File: src/rtl/z80kaa_pkg.sv
// Shared Z80Kaa definitions: I/O bridge FSM encoding,
// port index constants and the write-strobe helper.
package z80kaa_pkg;

  localparam logic [1:0] ST_IDLE    = 2'd0;
  localparam logic [1:0] ST_CAPTURE = 2'd1;
  localparam logic [1:0] ST_WAIT    = 2'd2;
  localparam logic [1:0] ST_HOLD    = 2'd3;

  typedef enum logic [1:0] {
    IDLE    = ST_IDLE,
    CAPTURE = ST_CAPTURE,
    WAIT    = ST_WAIT,
    HOLD    = ST_HOLD
  } io_state_t;

  localparam logic [1:0] PORT_A   = 2'd0;
  localparam logic [1:0] PORT_B   = 2'd1;
  localparam logic [1:0] PORT_IN  = 2'd2;
  localparam logic [1:0] PORT_SCR = 2'd3;

  function automatic logic [3:0] onehot4(
    input logic [1:0] idx
  );
    return 4'b0001 << idx;
  endfunction

endpackage

File: src/rtl/z80_sync2.sv
// Two-flop synchroniser for one active-low Z80 strobe.
// Ports: clk, rst (async, active low), d (async in), q (synced, resets to 1).
module z80_sync2 (
  input  logic clk,
  input  logic rst,
  input  logic d,
  output logic q
);

  logic ff1;

  always_ff @(posedge clk or negedge rst) begin
    if (!rst) begin
      ff1 <= 1'b1;
      q   <= 1'b1;
    end else begin
      ff1 <= d;
      q   <= ff1;
    end
  end

endmodule

File: src/rtl/z80_io_port.sv
// Z80 I/O-cycle bridge: decodes four ports at adr[3:2]==BASE,
// stretches the cycle with wait_n and drives read data.
// Ports: in_clock, rst (async low); Z80 bus adr, data_in,
// iorq, rd, wr, m1 in; data_out, data_oe, wait_n out;
// port_a, port_b, wr_pulse out; port_in in.
import z80kaa_pkg::*;

module z80_io_port #(
  parameter logic [1:0] BASE        = 2'b00,
  parameter int         WAIT_CYCLES = 4
) (
  input  logic       in_clock,
  input  logic       rst,
  input  logic [3:0] adr,
  input  logic [7:0] data_in,
  output logic [7:0] data_out,
  output logic       data_oe,
  input  logic       iorq,
  input  logic       rd,
  input  logic       wr,
  input  logic       m1,
  output logic       wait_n,
  output logic [7:0] port_a,
  output logic [7:0] port_b,
  input  logic [7:0] port_in,
  output logic [3:0] wr_pulse
);

  localparam logic       HAS_WAIT = (WAIT_CYCLES != 0);
  localparam logic [3:0] WAIT_LD  = 4'(WAIT_CYCLES - 1);

  logic s_iorq;
  logic s_rd;
  logic s_wr;
  logic s_m1;

  z80_sync2 u_sync_iorq (
    .clk (in_clock),
    .rst (rst),
    .d   (iorq),
    .q   (s_iorq)
  );

  z80_sync2 u_sync_rd (
    .clk (in_clock),
    .rst (rst),
    .d   (rd),
    .q   (s_rd)
  );

  z80_sync2 u_sync_wr (
    .clk (in_clock),
    .rst (rst),
    .d   (wr),
    .q   (s_wr)
  );

  z80_sync2 u_sync_m1 (
    .clk (in_clock),
    .rst (rst),
    .d   (m1),
    .q   (s_m1)
  );

  io_state_t  state;
  logic [3:0] cnt;
  logic [7:0] scratch;
  logic       hit;
  logic       start;
  logic [7:0] rd_mux;

  // m1 low with iorq low is an interrupt acknowledge
  assign hit   = !s_iorq && s_m1 && (adr[3:2] == BASE);
  assign start = hit && (!s_wr || !s_rd);

  always_comb begin
    rd_mux = 8'h00;
    case (adr[1:0])
      PORT_A:   rd_mux = port_a;
      PORT_B:   rd_mux = port_b;
      PORT_IN:  rd_mux = port_in;
      PORT_SCR: rd_mux = scratch;
      default:  rd_mux = 8'h00;
    endcase
  end

  // Outputs are registered on the edge that enters
  // each state, so they describe the state held.
  always_ff @(posedge in_clock or negedge rst) begin
    if (!rst) begin
      state    <= IDLE;
      cnt      <= 4'd0;
      port_a   <= 8'h00;
      port_b   <= 8'h00;
      scratch  <= 8'h00;
      data_out <= 8'h00;
      data_oe  <= 1'b0;
      wait_n   <= 1'b1;
      wr_pulse <= 4'b0000;
    end else begin
      wr_pulse <= 4'b0000;
      case (state)
        IDLE: begin
          if (start) begin
            state <= CAPTURE;
            // wr wins when rd and wr are both low
            if (!s_wr) begin
              wr_pulse <= onehot4(adr[1:0]);
              case (adr[1:0])
                PORT_A:   port_a  <= data_in;
                PORT_B:   port_b  <= data_in;
                PORT_SCR: scratch <= data_in;
                default:  ;
              endcase
            end else begin
              data_oe  <= 1'b1;
              data_out <= rd_mux;
            end
          end
        end
        CAPTURE: begin
          if (HAS_WAIT) begin
            state  <= WAIT;
            wait_n <= 1'b0;
            cnt    <= WAIT_LD;
          end else begin
            state <= HOLD;
          end
        end
        WAIT: begin
          if (s_iorq) begin
            state   <= IDLE;
            wait_n  <= 1'b1;
            data_oe <= 1'b0;
          end else if (cnt == 4'd0) begin
            state  <= HOLD;
            wait_n <= 1'b1;
          end else begin
            cnt <= cnt - 4'd1;
          end
        end
        HOLD: begin
          if (s_iorq) begin
            state   <= IDLE;
            data_oe <= 1'b0;
          end
        end
        default: state <= IDLE;
      endcase
    end
  end

endmodule

File: config.mk
export PLATFORM = sky130hd
export DESIGN_NAME = z80_io_port
export DESIGN_NICKNAME = d
export VERILOG_FILES = /design/src/rtl/z80kaa_pkg.sv /design/src/rtl/z80_sync2.sv /design/src/rtl/z80_io_port.sv
export SDC_FILE = /design/constraint.sdc
export NUM_CORES = 1
export LEC_CHECK = 0
export CORE_MARGIN = 5
export CORE_UTILIZATION = 53
export CTS_BUF_LIST = sky130_fd_sc_hd__clkbuf_16
export DETAILED_ROUTE_END_ITERATION = 6
export PLACE_DENSITY = 0.81
export SLEW_MARGIN = 25
export SYNTH_ARGS = -nofsm -noshare
export SYNTH_HDL_FRONTEND = slang
export SYNTH_HIERARCHICAL = 1
export SYNTH_SLANG_ARGS = --single-unit
File: constraint.sdc
create_clock -name in_clock -period 4.4 [get_ports in_clock]
set_input_delay 0.44 -clock in_clock [delete_from_list [all_inputs] [get_ports in_clock]]
set_output_delay 0.44 -clock in_clock [all_outputs]
set_load 0.03 [all_outputs]
After elaboration in Yosys (flattened, before gate mapping)
Index checks and enable logic that the tools add are counted.
Storage, ports and cells
  bits in registers: 52
  input port bits: 26
  output and inout bits: 30
  word-level logic and storage cells: 74
Operators by class
  add/sub/neg operators: 1
  equal/unequal tests: 13
  shift operators: 1
  muxes and demuxes: 19
  bitwise operators: 1
  reduce and logical (&&, ||, !) cells: 22
Operator list (count)
  8-bit case mux with 4 select lines: 1
  4-bit 2-to-1 mux: 5
  4-bit AND reduction: 4
  3-bit AND reduction: 3
  2-bit equality test, second input constant: 4
  2-bit 2-to-1 mux: 4
  2-bit case mux with 4 select lines: 1
  4-bit case mux with 2 select lines: 1
  2-bit logical NOT: 3
  2-bit by 1-bit != test with 1-bit output, second input constant: 3
  2-bit != test, second input constant: 3
  1-bit 2-to-1 mux: 5
  2-bit by 1-bit equality test with 1-bit output, second input constant: 2
  4-bit logical NOT: 1
  1-bit case mux with 2 select lines: 2
  2-bit nonzero test: 2
  1-bit by 2-bit left shift with 4-bit output, first input constant: 1
  4-bit by 1-bit subtractor with 4-bit output, second input constant: 1
  1-bit logical AND: 3
  1-bit logical NOT: 3
  3-bit by 2-bit != test with 1-bit output, second input constant: 1
  2-bit AND reduction: 1
  2-bit OR reduction: 1
  1-bit logical OR: 1
  1-bit NOT: 1

Logic depth before layout (Yosys ltp)
Gate-level depths: netlist of run 1.
  depth in word-level cells: 6
  gate-level depth with buffers: 6
  gate-level depth less buffers: 6

By module
The synthesis of run 1 kept the hierarchy.
By module, submodules not included
  z80_io_port: instances 1, cells an instance 148, area an instance 2135.8 um^2, sequential area each 1102.3 um^2
  z80_sync2: instances 4, cells an instance 2, area an instance 52.6 um^2, sequential area each 52.6 um^2

Worst setup path after synthesis of run 1
Ideal clock, no wire load.
  path type: input to register
  start point: input port adr[3]
  end point: register port_b[0]
  setup time: 0.125 ns
  arrival time: 1.777 ns
  required time: 4.275 ns
  setup slack: 2.498 ns
  cell stages on the path: 5
  path buffers: 1
  path through: nor4b_4 -> nand2_2 -> or4_1 -> buf_4 -> mux2_4
Between the ends
  longest elaborated chain between the ends: 4
RTL lines
  from (decl): line z80_io_port.sv:14  | input logic [3:0] adr,
  2-bit logical NOT: line z80_io_port.sv:73  | assign hit = !s_iorq && s_m1 && (adr[3:2] == BASE);
  1-bit logical AND: line z80_io_port.sv:73
  1-bit logical AND: line z80_io_port.sv:74  | assign start = hit && (!s_wr || !s_rd);
  4-bit AND reduction (no source line)
  to (signal assigned): line z80_io_port.sv:111  | PORT_B: port_b <= data_in;
  to (decl): line z80_io_port.sv:24  | output logic [7:0] port_b,
No other way between the ends.
A chain may end at the register's enable or synchronous reset.

Worst setup path after layout of run 1
  start point: input port adr[0]
  end point: register port_b[4]
Between the ends
  longest elaborated chain between the ends: 2
RTL lines
  2-bit by 1-bit equality test with 1-bit output: line z80_io_port.sv:109  | case (adr[1:0])
  4-bit AND reduction (no source line)
No other way between the ends.

==> impl_metrics.toml, run 1 <==
[min_path]
hold_path_class = "in2async"

[drt]
vias = 1523
drt_pass1_iterations = 4
drt_iter0_markers = 79
ant_nets = 0
wl_um = 5036
drc = 0
wire_per_inst_um = 18.86
via_per_inst = 5.704

[cts]
clkLatencyLatePin_ns = 0.29
cts_tree = "built"
path_clk_slew_ns = 0.07
post_cts_buffers = 0
root_buffer = "clkbuf_16"
max-clock-path-buffers = 2
cts_resized = 0
clkSinkCount = 52
cts_buffers = 5
hold_buffers = 0
cts_max_level = 2

[synth]
seq_area_frac_synth_pct = 55.95
synth.top_cell.area_share_pct = 45.87
synth.area.top_cells = "dfrtp_1 46%, mux2_4 10%, dfstp_2 10%"
yosysUniqueCellTypes = 36
syn-num-nets = 189
synth.avg_cell_area_sq_um = 15.04
synth_warnings = 6
netlist_instances = 156
synth_top_cell_by_area = "dfrtp_1"
synth_area_sq_um = 2346
ys_ff_latch = 52

[worst_setup_path]
cp.required_ns = 4.57
reg2reg_slack_ns = 2.19
cp.arrival_ns = 2.64
path_cells = "clkdlybuf4s50_1, inv_1, or4_1, mux2_4"
slowest_stage = "clkdlybuf4s50_1"
crit_path_start_kind = "input pin"
cp-end-kind = "register"
worstPathMaxFanout = 12
rr_endpoint = "port_a[4]"
worstSetupPathType = "in2reg"
rr_worst_depth = 5
reg2reg_from = "state[1]"
crit_start = "adr[0]"
cp-endpoint = "port_b[4]"
critPathMaxStageDelay_ns = 0.93

[outcome]
status = "completed"

[pwr]
comb_power_share_pct = 28.9
switching_power_uw = 434.8
switching_share_pct = 30.10
p_clk_share_pct = 30.1
leakagePower_nw = 1.442
power_density_nw_per_um2 = 465.6
total_power_mw = 1.445
p_seq_share_pct = 41.0
peakVddDrop_v = 0.0003033
internal_power_mw = 1.010

[sta]
worst_pin_slew_ns = 0.7090
setup-violations-final = 0
fin_tns_setup_ns = 0
fin_crit_sh_pct = 56.11
skew_ns = 0.004175
max_slew_margin_pct = 52.58
drv_slew = 0
hold_viol = 0
timing.fmax_mhz = 405.0
fin_crit_ns = 2.469
grt_setup_unrepaired = "no"
hold_ws_ns = 0.1600

[finish]
seq_area_sq_um = 1313
nNetsFinal = 247
diodes = 0
design_area_sq_um = 3103
drive_gt1_share_pct = 28.37
area_delta_synth_final_pct = 32.27
instances_no_fill = 267
multiInputGateArea_sq_um = 964.7
fillers = 289

[placed_design]
port_buffers = 55
dp.cells = 259
gp_congestion = 0.8263
placed_cell_area_sq_um = 2935
dp_hpwl_um = 3644

[global_routing]
grt_pass1_vias = 1681
grt_pass1_wl_um = 8659
grt.overflow.total = 0
grt_max_degree = 53
track_usage_pct = 18.53
antenna_found_initial = 0

[flow_run]
cap_violations = 0

[floorplanning]
initial_core_util_pct = 54.25
pin_count = 56
dieArea_sq_um = 5857
die-width_um = 76.53
die_h_um = 76.53
num_rows = 24
core-area_sq_um = 4324
## synth_stat cells
cell type and number:
a311oi_1 1, a41oi_1 1, nand4_1 2, a22oi_1 1
nor4b_1 1, a2111oi_0 1, a31oi_1 1, a32oi_1 1
nor2_2 1, nor3_1 2, o22ai_1 4, buf_4 2
nor4_1 1, a21oi_1 3, nand2_1 2, o21bai_1 1
mux2i_1 1, nor3b_1 1, buf_2 1, mux2_2 17
nor4b_4 1, and2_1 1, dfstp_2 9, mux2_4 16
mux4_2 8, ha_1 7, dfrtp_1 43, or4_1 2
inv_1 12, o2bb2ai_1 1, nand2_2 1, nand3_1 1
nand2b_1 1, nor2b_1 1, clkbuf_1 1, nor2_1 6
## kinds of logic after synthesis
| logic type | Yosys count | share of synthesized area (%) |
|---|---|---|
| buf+inv | 16 | 2.933 |
| mux | 42 | 26.51 |
| compound gates | 15 | 4.480 |
| fa+ha+maj | 7 | 3.733 |
| simple gates | 24 | 6.401 |
| flops | 52 | 55.95 |
## area by class of cell
type                       instances  share of cell area (%)
multi-input combinational         88                   31.09
inverter                          12                   1.452
sequential                        52                   42.30
clock inverter                     3                   1.371
tap                               52                   2.097
clock buffer                       5                   4.032
timing repair buffer              55                   17.66
## registers in the layout, summed over array words and instances, names as in the netlist
signal / flops
u_sync_wr/ff1: 1
port_a: 8
scratch: 8
port_b: 8
wait_n: 1
u_sync_rd/ff1: 1
wr_pulse: 4
u_sync_iorq/ff1: 1
state: 2
u_sync_m1/ff1: 1
u_sync_iorq/q: 1
u_sync_wr/q: 1
u_sync_m1/q: 1
u_sync_rd/q: 1
cnt: 4
data_out: 8
data_oe: 1
## worst min-delay path by stage
| stage | start | endpoint | slack, ns | cells after the start |
|---|---|---|---|---|
| 2_1_floorplan | rst | cnt[0] | 0.14 | 0 |
| 3_3_place_gp | u_sync_iorq/ff1 | u_sync_iorq/q | 0.35 | 0 |
| 3_5_place_dp | u_sync_rd/ff1 | u_sync_rd/q | 0.35 | 0 |
| 4_1_cts | rst | port_a[6] | 0.20 | 1 |
| 5_1_grt | rst | wr_pulse[0] | 0.23 | 1 |
| 6_report | rst | wr_pulse[1] | 0.16 | 1 |
## critical path: cells and delay by family
| kind | cells | cell delay (ns) |
|---|---|---|
| buffers and inverters | 2 | 1.01 |
| muxes | 1 | 0.39 |
| and+or+nand+nor | 1 | 0.79 |
## per-layer routing
metal  track usage [%]  wire [um]
met4             6.469         53
met3             5.319        323
met2             30.39       2541
met5                 0          0
met1             23.39       2117
## layout by cell type (no fill, tap or decap), types with 2 or more instances in the layout
| cell type | instances |
|---|---|
| or4_1 | 2 |
| nand2_1 | 2 |
| o22ai_1 | 4 |
| ha_1 | 7 |
| inv_1 | 12 |
| a21oi_1 | 3 |
| nor3_1 | 2 |
| nor2_1 | 6 |
| mux4_2 | 8 |
| mux2_4 | 16 |
| mux2_2 | 17 |
| clkdlybuf4s50_1 | 54 |
| dfstp_2 | 9 |
| nand4_1 | 2 |
| clkbuf_16 | 5 |
| dfrtp_1 | 43 |
## metrics by stage
step                      utilization, %  setup WS, ns
after floorplan                        -         2.498
after global placement             67.82         1.659
after detailed placement           67.88         1.619
after CTS                          71.76         1.911
after global routing               71.76         1.760
final                              71.76         1.931
## power groups by stage
| stage | Clock [mW] | Combinational, mW | Sequential (mW) |
|---|---|---|---|
| CTS | 0.445 | 0.419 | 0.591 |
| detailed placement | 0 | 0.416 | 0.600 |
| global placement | 0 | 0.397 | 0.595 |
| floorplan | 0 | 0.191 | 0.663 |
| finish | 0.435 | 0.418 | 0.592 |
| global route | 0.465 | 0.450 | 0.601 |
Power figures use the tool's default switching activity.
==> run 2, diff against run 1 <==
- CORE_UTILIZATION: 53 -> 49
- PLACE_DENSITY: 0.81 -> 0.76
- clock period: 4.4 -> 2.4 ns (I/O delays scaled with it)
==> run 2 against run 1 <==
- combinational power up 84%
- via count up 0.26%
- largest power group unchanged
- sequential share of layout area down 1.6 points
- non-clock buffer count up 9
- highest routed layer unchanged
- die area up 7.1%
- routed wire length up 2.3%
- first-iteration DRC count up 2.5%
- count of clock-buffer cells in the layout unchanged
- clock skew up 0.0033 ns
- core utilization down 3.1 points
- register-to-register slack worse by 1.8 ns
- final cell count up 4.1%
==> impl_metrics.toml, run 2 (synthesis results as in run 1) <==
[finish]
instances_no_fill = 278
drive_gt1_share_pct = 31.25
area_delta_synth_final_pct = 37.39
nNetsFinal = 256
layout_commonest_cell = "clkdlybuf4s50_1"
final_cell_mix = "54 x clkdlybuf4s50_1, 43 x dfrtp_1, 17 x mux2_2, 16 x mux2_4, 12 x inv_1"
diodes = 0

[placed_design]
dp.cells = 269
port_buffers = 55
dp_hpwl_um = 3730
gp_congestion = 0.8695

[cts]
path_clk_slew_ns = 0.07
cts_buffers = 5
clkLatencyLatePin_ns = 0.29
cts_tree = "built"
max-clock-path-buffers = 2
root_buffer = "clkbuf_16"
cts_max_level = 2
clkSinkCount = 52

[worst_setup_path]
cp.arrival_ns = 2.20
crit_path_start_kind = "register"
cp-end-kind = "register"
worstPathMaxFanout = 9
cp.required_ns = 2.57
worstSetupPathType = "reg2reg"

[sta]
drv_slew = 0
setup-violations-final = 0
max_slew_margin_pct = 62.16
timing.fmax_mhz = 493.0
worst_pin_slew_ns = 0.5677
fin_crit_ns = 2.029
skew_ns = 0.007474
grt_setup_unrepaired = "no"
fin_tns_setup_ns = 0
hold_viol = 0
fin_crit_sh_pct = 84.53

[flow_run]
cap_violations = 0

[global_routing]
grt_pass1_vias = 1690
antenna_found_initial = 0
grt_pass1_wl_um = 8652
track_usage_pct = 18.19
grt_max_degree = 47
grt.overflow.total = 0

[drt]
wire_per_inst_um = 18.53
ant_nets = 0
drc = 0
wl_um = 5150
via_per_inst = 5.493
drt_pass1_iterations = 4
drt_iter0_markers = 81
vias = 1527

[outcome]
status = "completed"

[floorplanning]
die-width_um = 79.20
num_rows = 25
core-area_sq_um = 4692
dieArea_sq_um = 6272
initial_core_util_pct = 50.00
die_h_um = 79.20
pin_count = 56

[pwr]
leakagePower_nw = 1.506
power_density_nw_per_um2 = 888.6
peakVddDrop_v = 0.0006053

[min_path]
hold_path_class = "reg2reg"
run 2: area by class of cell:
type                    instances  area [sq um]
inverters                      12         45.04
multi-input cells              88         964.7
well taps                      54         67.56
clock buffers                   5         125.1
clock inverters                 3         90.09
fillers                       321          1469
repair buffers                 64         618.1
flip-flops and latches         52          1313
run 2: path summary, 6_finish.rpt:
check	startpoint	endpoint	slack [ns]	cells past startpoint
worst max register to register	state[1]	port_b[5]	0.37	6
worst max-delay path	state[1]	port_b[5]	0.37	6
worst min-delay path	u_sync_rd/ff1	u_sync_rd/q	0.36	0
worst min register to register	u_sync_rd/ff1	u_sync_rd/q	0.36	0
max in group asynchronous	rst	wr_pulse[0]	1.38	3
min in group asynchronous	rst	port_b[7]	0.49	2
run 2: metal layers:
| layer | wire length (um) | track usage [%] |
|---|---|---|
| met5 | 0 | 0 |
| met4 | 30 | 4.639 |
| met3 | 280 | 5.556 |
| met2 | 2611 | 31.57 |
| met1 | 2227 | 22.01 |
run 2: stage by stage:
step / setup slack [ns] / total power, mW / hold WS [ns] / utilization, % / area, sq um
5_1_grt: 0.1221 / 3.007 / 0.3475 / 68.69 / 3223
6_report: 0.3714 / 2.864 / 0.3550 / 68.69 / 3223
4_1_cts: 0.3583 / 2.891 / 0.1425 / 68.43 / 3211
3_5_place_dp: 0.1756 / 1.870 / 0.3472 / 63.84 / 2995
2_1_floorplan: 0.5093 / 1.566 / -0.05559 / - / 2346
3_3_place_gp: 0.2166 / 1.828 / 0.3455 / 63.84 / 2995
run 2: critical path, stage by stage, from the launching register on:
cell and delay (ns):
dfrtp_1 0.43, inv_1 0.16, ha_1 0.28, nand2b_1 0.11, or4_1 0.41, buf_4 0.21
mux2_4 0.31
run 2: report_power, final:
group / total [mW] / switching (mW) / internal, mW
logic: 0.771 / 0.407 / 0.364
clock network: 1.01 / 0.304 / 0.702
registers: 1.09 / 0.0851 / 1.00
run 2: timing repair:
item                      4_1_cts  5_1_grt
hold buffers                    0        1
setup buffers                   0        0
resized for setup               0        0
hold endpoints to repair        0       23
==> run 3, diff against run 2 <==
- CORE_UTILIZATION: 49 -> 44
- PLACE_DENSITY: 0.76 -> 0.72
- clock period: 2.4 -> 1.6 ns (I/O delays scaled with it)
==> run 3 against run 2 <==
- the flow now finishes with violations (negative setup slack)
- non-clock buffer count increased by 25
- total power increased by 55%
- global-route usage decreased by 0.61 points
- register-to-register slack got worse by 0.73 ns
- final area increased by 9.2%
- clock skew increased by 0.0019 ns
- maximum frequency increased by 3.7%
- count of clock-buffer cells in the layout unchanged
- clock power increased by 33%
- first-iteration DRC count unchanged
- critical endpoint unchanged
- core utilization decreased by 0.19 points
- largest cell class unchanged
- die area increased by 9.9%
==> impl_metrics.toml, run 3 (synthesis results as in run 1) <==
[global_routing]
grt_pass1_vias = 1808
track_usage_pct = 17.57
grt_max_degree = 24
grt.overflow.total = 0
antenna_found_initial = 0
grt_pass1_wl_um = 9735

[finish]
post-route-util_pct = 68.50
layout_commonest_cell = "clkdlybuf4s50_1"
diodes = 0
nNetsFinal = 281
final_cell_mix = "53 x clkdlybuf4s50_1, 43 x dfrtp_1, 24 x buf_4, 17 x mux2_4, 16 x mux2_2"
drive_gt1_share_pct = 41.53
area_delta_synth_final_pct = 50.08
instances_no_fill = 318
design_area_sq_um = 3521

[sta]
fin_crit_sh_pct = 122.2
skew_ns = 0.009382
max_slew_margin_pct = 67.09
timing.fmax_mhz = 511.4
grt_setup_unrepaired = "yes"
setup-violations-final = 28
fin_tns_setup_ns = -7.436
worst_pin_slew_ns = 0.4936
drv_slew = 0
fin_crit_ns = 1.956
hold_viol = 0
worst_slack_ns = -0.3556

[drt]
drt_pass1_iterations = 6
wl_um = 5834
vias = 1675
drt_iter0_markers = 81
wire_per_inst_um = 18.35
ant_nets = 0
via_per_inst = 5.267
drc = 0

[cts]
clkLatencyLatePin_ns = 0.29
cts_tree = "built"
max-clock-path-buffers = 2
cts_buffers = 5
clkSinkCount = 52
cts_max_level = 2
path_clk_slew_ns = 0.06
root_buffer = "clkbuf_16"

[flow_run]
cap_violations = 0

[placed_design]
dp_slack_ns = -0.5822
placed_cell_area_sq_um = 3191
dp.cells = 305
port_buffers = 55
dp_hpwl_um = 4174
gp_congestion = 0.8297

[worst_setup_path]
worstSetupPathType = "reg2reg"
cp-end-kind = "register"
crit_path_start_kind = "register"
worstPathMaxFanout = 5
cp.arrival_ns = 2.13
cp.required_ns = 1.77

[outcome]
violations = "negative setup slack"
status = "complete, but fails checks"

[pwr]
power_density_nw_per_um2 = 1257
leakagePower_nw = 1.648
peakVddDrop_v = 0.0008289

[floorplanning]
num_rows = 26
pin_count = 56
die-width_um = 83.02
dieArea_sq_um = 6892
core-area_sq_um = 5140
die_h_um = 83.02
initial_core_util_pct = 45.64

[min_path]
hold_path_class = "in2reg"
==> run 3: worst paths after layout <==
check	startpoint	endpoint	slack, ns	depth (start not counted)
min reg2reg	u_sync_wr/ff1	u_sync_wr/q	0.35	0
max	u_sync_m1/q	port_b[5]	-0.36	5
max in group asynchronous	rst	u_sync_iorq/ff1	0.61	3
min	iorq	u_sync_iorq/ff1	0.28	1
max reg2reg	u_sync_m1/q	port_b[5]	-0.36	5
min in group asynchronous	rst	data_out[3]	0.38	2
==> run 3: stage by stage <==
| step | total power [mW] | hold slack, ns |
|---|---|---|
| global placement | 2.932 | 0.1352 |
| finish | 4.426 | 0.2796 |
| detailed placement | 3.000 | 0.1518 |
| floorplan | 2.350 | -0.1356 |
| global route | 4.634 | 0.2746 |
| CTS | 4.381 | 0.2733 |
==> run 3: power by group <==
group / internal [mW] / switching (mW) / leakage, nW
Clock: 0.887 / 0.453 / 0.0899
Combinational: 0.754 / 0.723 / 0.886
Sequential: 1.50 / 0.107 / 0.672
==> run 3: area by class of cell <==
cell class              count  area, sq um
fillers                   395         1619
flip-flops and latches     52         1313
multi-input cells          88         1037
repair buffers             89        853.3
clock buffers               5        125.1
well taps                  70        87.58
clock inverters             2        60.06
inverters                  12        45.04
==> run 3: timing repair <==
item                                    CTS  global route
endpoints found under the setup margin   33            39
pin swaps                                 3             5
buffers inserted                          2             2
resized for setup                        19             7
hold endpoints to repair                 19             0
cloned                                    2             0
hold buffers                              1             0
==> run 3: worst max-delay path, cell delays in order (launching register included) <==
cell     delay [ns]
dfstp_2        0.52
nor4b_4        0.22
nand2_2        0.12
or4_4          0.52
buf_6          0.16
mux2_4         0.29
==> run 3: per-layer routing <==
metal	GRT usage, %	part of all wire (%)	vias to the layer above
met5	0	0	-
met4	3.269	0.17	0
met3	4.752	5.2	2
met2	31.49	54	50
met1	21.30	40	867
li1	-	-	756
